==> src/rtl/parking_pkg.sv <==
// Shared definitions for the smart-parking controller: slot count, request
// encodings and the occupancy bitmap type used by gate, update and display blocks.
package parking_pkg;

    localparam int DEFAULT_N_SLOTS = 8;

    typedef enum logic {
        OP_PARK  = 1'b0,
        OP_LEAVE = 1'b1
    } op_e;

    typedef logic [DEFAULT_N_SLOTS-1:0] slot_map_t;

endpackage

==> src/rtl/slot_popcount.sv <==
// Counts the zero (free) bits of an occupancy map.
module slot_popcount #(
    parameter int W = 8
) (
    input  logic [W-1:0]             map,
    output logic [$clog2(W+1)-1:0]   zeros
);

    localparam int CW = $clog2(W + 1);

    always_comb begin
        // NOTE: default assignment first so every path writes zeros and no latch is inferred.
        zeros = '0;
        for (int i = 0; i < W; i++) begin
            zeros = zeros + {{(CW-1){1'b0}}, ~map[i]};
        end
    end

endmodule

==> src/rtl/calculate_new_capacity.sv <==
// Occupancy update: applies one park/leave request per cycle to the caller's
// map, flags illegal requests, and registers the result plus a single flag pulse.
module calculate_new_capacity
    import parking_pkg::*;
#(
    parameter int N_SLOTS = DEFAULT_N_SLOTS
) (
    input  logic                         clk,
    input  logic                         rst_n,
    input  logic                         park_valid,
    input  logic                         op_leave,
    input  logic [N_SLOTS-1:0]           park_location,
    input  logic [N_SLOTS-1:0]           parking_capacity,
    output logic [N_SLOTS-1:0]           new_capacity,
    output logic                         update_ok,
    output logic                         err_not_onehot,
    output logic                         err_conflict,
    output logic [$clog2(N_SLOTS+1)-1:0] free_count,
    output logic                         full
);

    logic [N_SLOTS-1:0] map_d, map_q;
    logic               ok_d, ok_q;
    logic               not_onehot_d, not_onehot_q;
    logic               conflict_d, conflict_q;

    logic is_onehot;
    logic slot_taken;
    logic is_leave;

    assign is_onehot  = (park_location != '0) &&
                        ((park_location & (park_location - 1'b1)) == '0);
    assign slot_taken = |(parking_capacity & park_location);
    assign is_leave   = (op_e'(op_leave) == OP_LEAVE);

    always_comb begin
        map_d        = parking_capacity;
        ok_d         = 1'b0;
        not_onehot_d = 1'b0;
        conflict_d   = 1'b0;
        if (park_valid) begin
            if (!is_onehot) begin
                not_onehot_d = 1'b1;
            end else if (is_leave != slot_taken) begin
                // Leave needs an occupied slot, park needs a free one.
                conflict_d = 1'b1;
            end else begin
                ok_d  = 1'b1;
                map_d = is_leave ? (parking_capacity & ~park_location)
                                 : (parking_capacity | park_location);
            end
        end
    end

    always_ff @(posedge clk or negedge rst_n) begin
        // NOTE: non-blocking assignments so every register samples pre-edge values.
        if (!rst_n) begin
            map_q        <= '0;
            ok_q         <= 1'b0;
            not_onehot_q <= 1'b0;
            conflict_q   <= 1'b0;
        end else begin
            map_q        <= map_d;
            ok_q         <= ok_d;
            not_onehot_q <= not_onehot_d;
            conflict_q   <= conflict_d;
        end
    end

    assign new_capacity   = map_q;
    assign update_ok      = ok_q;
    assign err_not_onehot = not_onehot_q;
    assign err_conflict   = conflict_q;

    slot_popcount #(
        .W (N_SLOTS)
    ) u_slot_popcount (
        .map   (map_q),
        .zeros (free_count)
    );

    assign full = (free_count == '0);

endmodule

==> config.mk <==
export PLATFORM = sky130hd
export DESIGN_NAME = calculate_new_capacity
export DESIGN_NICKNAME = d
export VERILOG_FILES = /design/src/rtl/parking_pkg.sv /design/src/rtl/slot_popcount.sv /design/src/rtl/calculate_new_capacity.sv
export SDC_FILE = /design/constraint.sdc
export NUM_CORES = 1
export LEC_CHECK = 0
export BUFFER_PORTS_ARGS = -buffer_cell sky130_fd_sc_hd__buf_2
export CAP_MARGIN = 20
export CORE_MARGIN = 8
export CORE_UTILIZATION = 40
export CTS_CLUSTER_DIAMETER = 30
export DETAILED_ROUTE_END_ITERATION = 8
export GPL_ROUTABILITY_DRIVEN = 0
export PLACE_DENSITY = 0.71
export RECOVER_POWER = 100
export SETUP_SLACK_MARGIN = 0.1
export SYNTH_ARGS = -nofsm -noshare
export SYNTH_HDL_FRONTEND = slang
export SYNTH_SLANG_ARGS = --single-unit
export TNS_END_PERCENT = 30
==> constraint.sdc <==
create_clock -name clk -period 7.63 [get_ports clk]
set_clock_uncertainty 0.05 [all_clocks]
set_input_delay 0 -clock clk [delete_from_list [all_inputs] [get_ports clk]]
set_output_delay 0 -clock clk [all_outputs]
set_load 0.01 [all_outputs]
### Word level (Yosys, flattened, before mapping)

Cells that the tools add are included.

| cells by class | value |
|---|---|
| equal/unequal tests | 1 |
| $lt $le $gt $ge | 0 |
| mux-type cells | 12 |
| reduce and logical (&&, ||, !) cells | 5 |
| multiply operators | 0 |
| shift-type cells | 0 |
| bitwise logic cells | 13 |
| $add $sub $neg | 8 |
| div/mod/pow operators | 0 |

Operators with widths:

| kind | number |
|---|---|
| 2-to-1 mux 8 bit | 4 |
| adder 4 x 1 -> 4 bit | 6 |
| bitwise AND 8 bit | 3 |
| logical NOT 8 bit | 1 |
| 2-to-1 mux 1 bit | 8 |
| inverter 1 bit | 8 |
| inverter 8 bit | 1 |
| bitwise OR 8 bit | 1 |
| nonzero test 8 bit | 1 |
| OR reduction 8 bit | 1 |
| subtractor 8 x 1 -> 8 bit (second input constant) | 1 |
| logical NOT 4 bit | 1 |
| adder 1 x 1 -> 2 bit | 1 |
| logical AND 1 bit | 1 |
| != test 1 bit | 1 |

| storage, ports and cells | value |
|---|---|
| latch bits | 0 |
| register bits | 11 |
| memories kept | 0 |
| memory bits (read-only) | 0 |
| word-level logic and storage cells | 43 |
| output and inout bits | 16 |
| bits in writable memories | 0 |
| bits of input ports | 20 |

### Longest topological paths before layout

| logic depth | value |
|---|---|
| depth after elaboration | 9 |
| depth in mapped cells | 9 |
| depth with buffers taken out | 9 |

### By module

From an unflattened synthesis, not the netlist that was laid out.

| unflattened totals | value |
|---|---|
| cells, all modules | 106 |
| area total of the unflattened synthesis | 929.6 um^2 |

Modules (own cells, without submodules):

| module | seq. area each (um^2) | instances | cells an instance | area an instance (um^2) |
|---|---|---|---|---|
| calculate_new_capacity | 275.3 | 1 | 85 | 750.7 |
| slot_popcount | 0.0 | 1 | 21 | 178.9 |

### Least setup slack after synthesis

Ideal clock, no wire load.

| timing | value |
|---|---|
| path type | register to output |
| start point | reg map_q[0] (netlist: new_capacity[0]) |
| end point | out full |
| buffers on the path | 0 |
| required time | 7.580 ns |
| data arrival time | 2.946 ns |
| slack | 4.634 ns |
| stages on the path, launching flop included | 10 |
| path through | dfrtp_1 -> inv_1 -> ha_1 -> fa_1 -> fa_1 -> fa_1 -> inv_1 -> fa_1 -> inv_1 -> nor4_1 |

| between the ends | value |
|---|---|
| longest elaborated chain between the ends | 9 |

Ends and longest elaborated chain:

| item | RTL line | RTL |
|---|---|---|
| start, declared | calculate_new_capacity.sv:22 | `logic [N_SLOTS-1:0] map_d, map_q;` |
| start signal, assigned | calculate_new_capacity.sv:63 | `map_q <= map_d;` |
| inverter 1 bit | slot_popcount.sv:15 | `zeros = zeros + {{(CW-1){1'b0}}, ~map[i]};` |
| adder 1 x 1 -> 2 bit | slot_popcount.sv:15 |  |
| adder 4 x 1 -> 4 bit (6 in a row) | slot_popcount.sv:15 |  |
| net free_count[1] | calculate_new_capacity.sv:18 | `output logic [$clog2(N_SLOTS+1)-1:0] free_count,` |
| logical NOT 4 bit | calculate_new_capacity.sv:82 | `assign full = (free_count == '0);` |
| end, declared | calculate_new_capacity.sv:19 | `output logic full` |

The timed path passes the listed nets, and every way through them passes these cells.

### Worst setup path after layout

| timing | value |
|---|---|
| start point | reg map_q[0] (netlist: new_capacity[0]) |
| end point | out full |

| between the ends | value |
|---|---|
| longest elaborated chain between the ends | 9 |

Ends and longest elaborated chain:

| item | RTL line |
|---|---|
| inverter 1 bit | slot_popcount.sv:15 |
| adder 1 x 1 -> 2 bit | slot_popcount.sv:15 |
| adder 4 x 1 -> 4 bit (6 in a row) | slot_popcount.sv:15 |
| logical NOT 4 bit | calculate_new_capacity.sv:82 |

No other way between the ends.

==> out/results.txt <==
fin. max-slew vios - 0
dominant cell type by area after synthesis - dfrtp_1
final wirelength - 1.968 mm
layout cells sized above 1 - 0.1908
GRT Util Overall - 0.1060
Hold-fix buffers, CTS - 10
CP max stage delay - 530 ps
CTS tree - built
critical path, cell by cell - inv_1, ha_1, fa_1, fa_1, fa_1, inv_1, fa_1, inv_1, nor4_1, clkbuf_1
Max-slew headroom - 0.5074
Slowest-stage cell, CP - fa_1
worst slew pin tran - 733.7 ps
ANT nets after route - 0
cell area after synthesis - 838.3 µm²
GR peak layer - met2
Fillers - 194
met2 usage - 0.1817
crit-path leading delay family - adder cells
Power Total - 0.1608 mW
total power per unit cell area - 144.4 nW/µm²
count of final setup violators - 0
DR DRC count - 0
Final nets - 159
Die Span Y - 61.78 µm
HP Class - in -> reg
maximum VDD drop - 0.00006258 V
CP Max Fanout - 2
share of the yosys chip area belonging to registers - 0.3284
Yosys warnings - 0
WP buf/inv - 4
Detailed Route Iter0 Violations - 15
accumulated negative setup slack - 0 ps
fmax - 308.8 MHz
GRT overflow - 0
root buf cell - clkbuf_4
TritonCTS Buffers - 3
Worst Setup Slack, final - 4391 ps
grt met3 use - 0.01440
die area - 3817 µm²
Leak - 0.5940 nW
synth unique cells - 28
pin count of the biggest net entering global routing - 12
clk sinks - 11
Antenna Cells - 0
Mapped Cells - 84
Area Growth Syn to Fin - 32.84%
Yosys reg bits - 11
final worst path period share - 0.4245
Port Buf Inserts - 35
clk slew on worst S/H paths - 60 ps
I/O pin count - 36
Max-Cap Viols - 0
Fin. Hold Viols - 0
Post-Layout Cell Count - 158
pre-CTS setup slack - 4685 ps
post-layout util - 0.5676
top cell type's share of synthesized area - 0.3284
status - finished, final reports clean
Core Rows - 16
most used cell, CP - fa_1
Tmin final - 3239 ps
Worst Path Arrival - 3190 ps
Avg Vias per Cell - 4.753
DIE WIDTH - 61.78 µm
Syn Area/Cell - 9.980 µm²
Routed WL per cell - 12.46 µm
GR Util met1 - 0.1166
starting density of the core - 0.4273
Cells after DPL - 144
critical path class - reg -> out
DR pass1 iterations - 4
via count - 751
PostCTS Resize Cnt - 0
RSZ-0062 raised after global routing - no
Synth Net Count - 111
H-tree levels - 1
crit path launch type - flip-flop
vias in the first global route - 745
CTS Buffer Depth - 2
most common cell after layout, fill and taps aside - inv_1
CP required - 7580 ps
global-route wire length before repair - 3.036 mm
Post-CTS Setup Repair Bufs - 0
initial antenna violation count - 0
core box area - 1962 µm²
Critical Path Sink Type - primary output
commonest non-fill, non-tap cells in the layout - inv_1 (20), clkbuf_1 (18), buf_2 (18), dfrtp_1 (11), dlygate4sd3_1 (10)
top post-synthesis cells by area - dfrtp_1 (33%), fa_1 (9.6%), mux2i_1 (9.6%)
[area by class of cell]
class | instances | area, µm² | area share
Multi-Input combinational cell | 51 | 449.2 | 0.4034
Sequential cell | 11 | 275.3 | 0.2472
Timing Repair Buffer | 45 | 254.0 | 0.2281
Inverter | 20 | 75.07 | 0.06742
Tap cell | 27 | 33.78 | 0.03034
Clock buffer | 4 | 26.28 | 0.02360
[registers in the layout, summed over array words and instances (netlist names)]
signal          count
new_capacity        8
err_conflict        1
err_not_onehot      1
update_ok           1
[cells in the mapped netlist]
cell	count
nand2_1	2
a22oi_1	4
xor2_1	1
or4_1	1
a211o_2	1
mux2i_1	8
buf_4	1
inv_1	20
dfrtp_1	11
ha_1	3
buf_6	1
nor4_1	2
fa_1	4
maj3_1	1
nor2_1	2
and3_2	1
nor2b_1	1
a21boi_4	1
nor3_1	1
nand4_1	9
or3_1	1
a21oi_1	2
a21o_2	1
nand3_2	1
xnor2_1	1
o21ai_0	1
xnor2_4	1
a21boi_0	1
[cells by family (layout without fill, tap and decap cells)]
group,Yosys count,count (layout),synth area share
buf+inv,22,69,0.1119
simple gates,21,21,0.1508
xor+xnor,3,3,0.05374
mux,8,8,0.09553
flops,11,11,0.3284
fa+ha+maj,8,8,0.1522
compound gates,11,11,0.1075
[final timing paths]
| check | start | to | slack, ps | cells past startpoint |
|---|---|---|---|---|
| min in group asynchronous | rst_n | err_not_onehot | 180 | 2 |
| max in group asynchronous | rst_n | new_capacity[0] | 7000 | 2 |
| hold / removal | op_leave | new_capacity[1] | 1 | 2 |
| setup / recovery | new_capacity[0] | full | 4390 | 10 |
[power breakdown]
group          total, mW  internal (mW)  switching (mW)
Combinational     0.0624         0.0262          0.0361
Clock             0.0362         0.0201          0.0161
Sequential        0.0622         0.0610         0.00125
Total              0.161          0.107          0.0535
[layer usage]
layer | share of wire | vias up
li1 | - | 379
met1 | 0.41 | 338
met2 | 0.49 | 32
met3 | 0.079 | 2
met4 | 0.014 | 0
met5 | 0 | -
[through the flow]
step / area [µm²] / hold slack, ps
floorplan: 838.3 / -345.6
global placement: 1028 / -183.3
detailed placement: 1028 / -181.6
CTS: 1155 / 8.252
global route: 1114 / 8.046
finish: 1114 / 1.052
(Power assumes the default switching activity.)
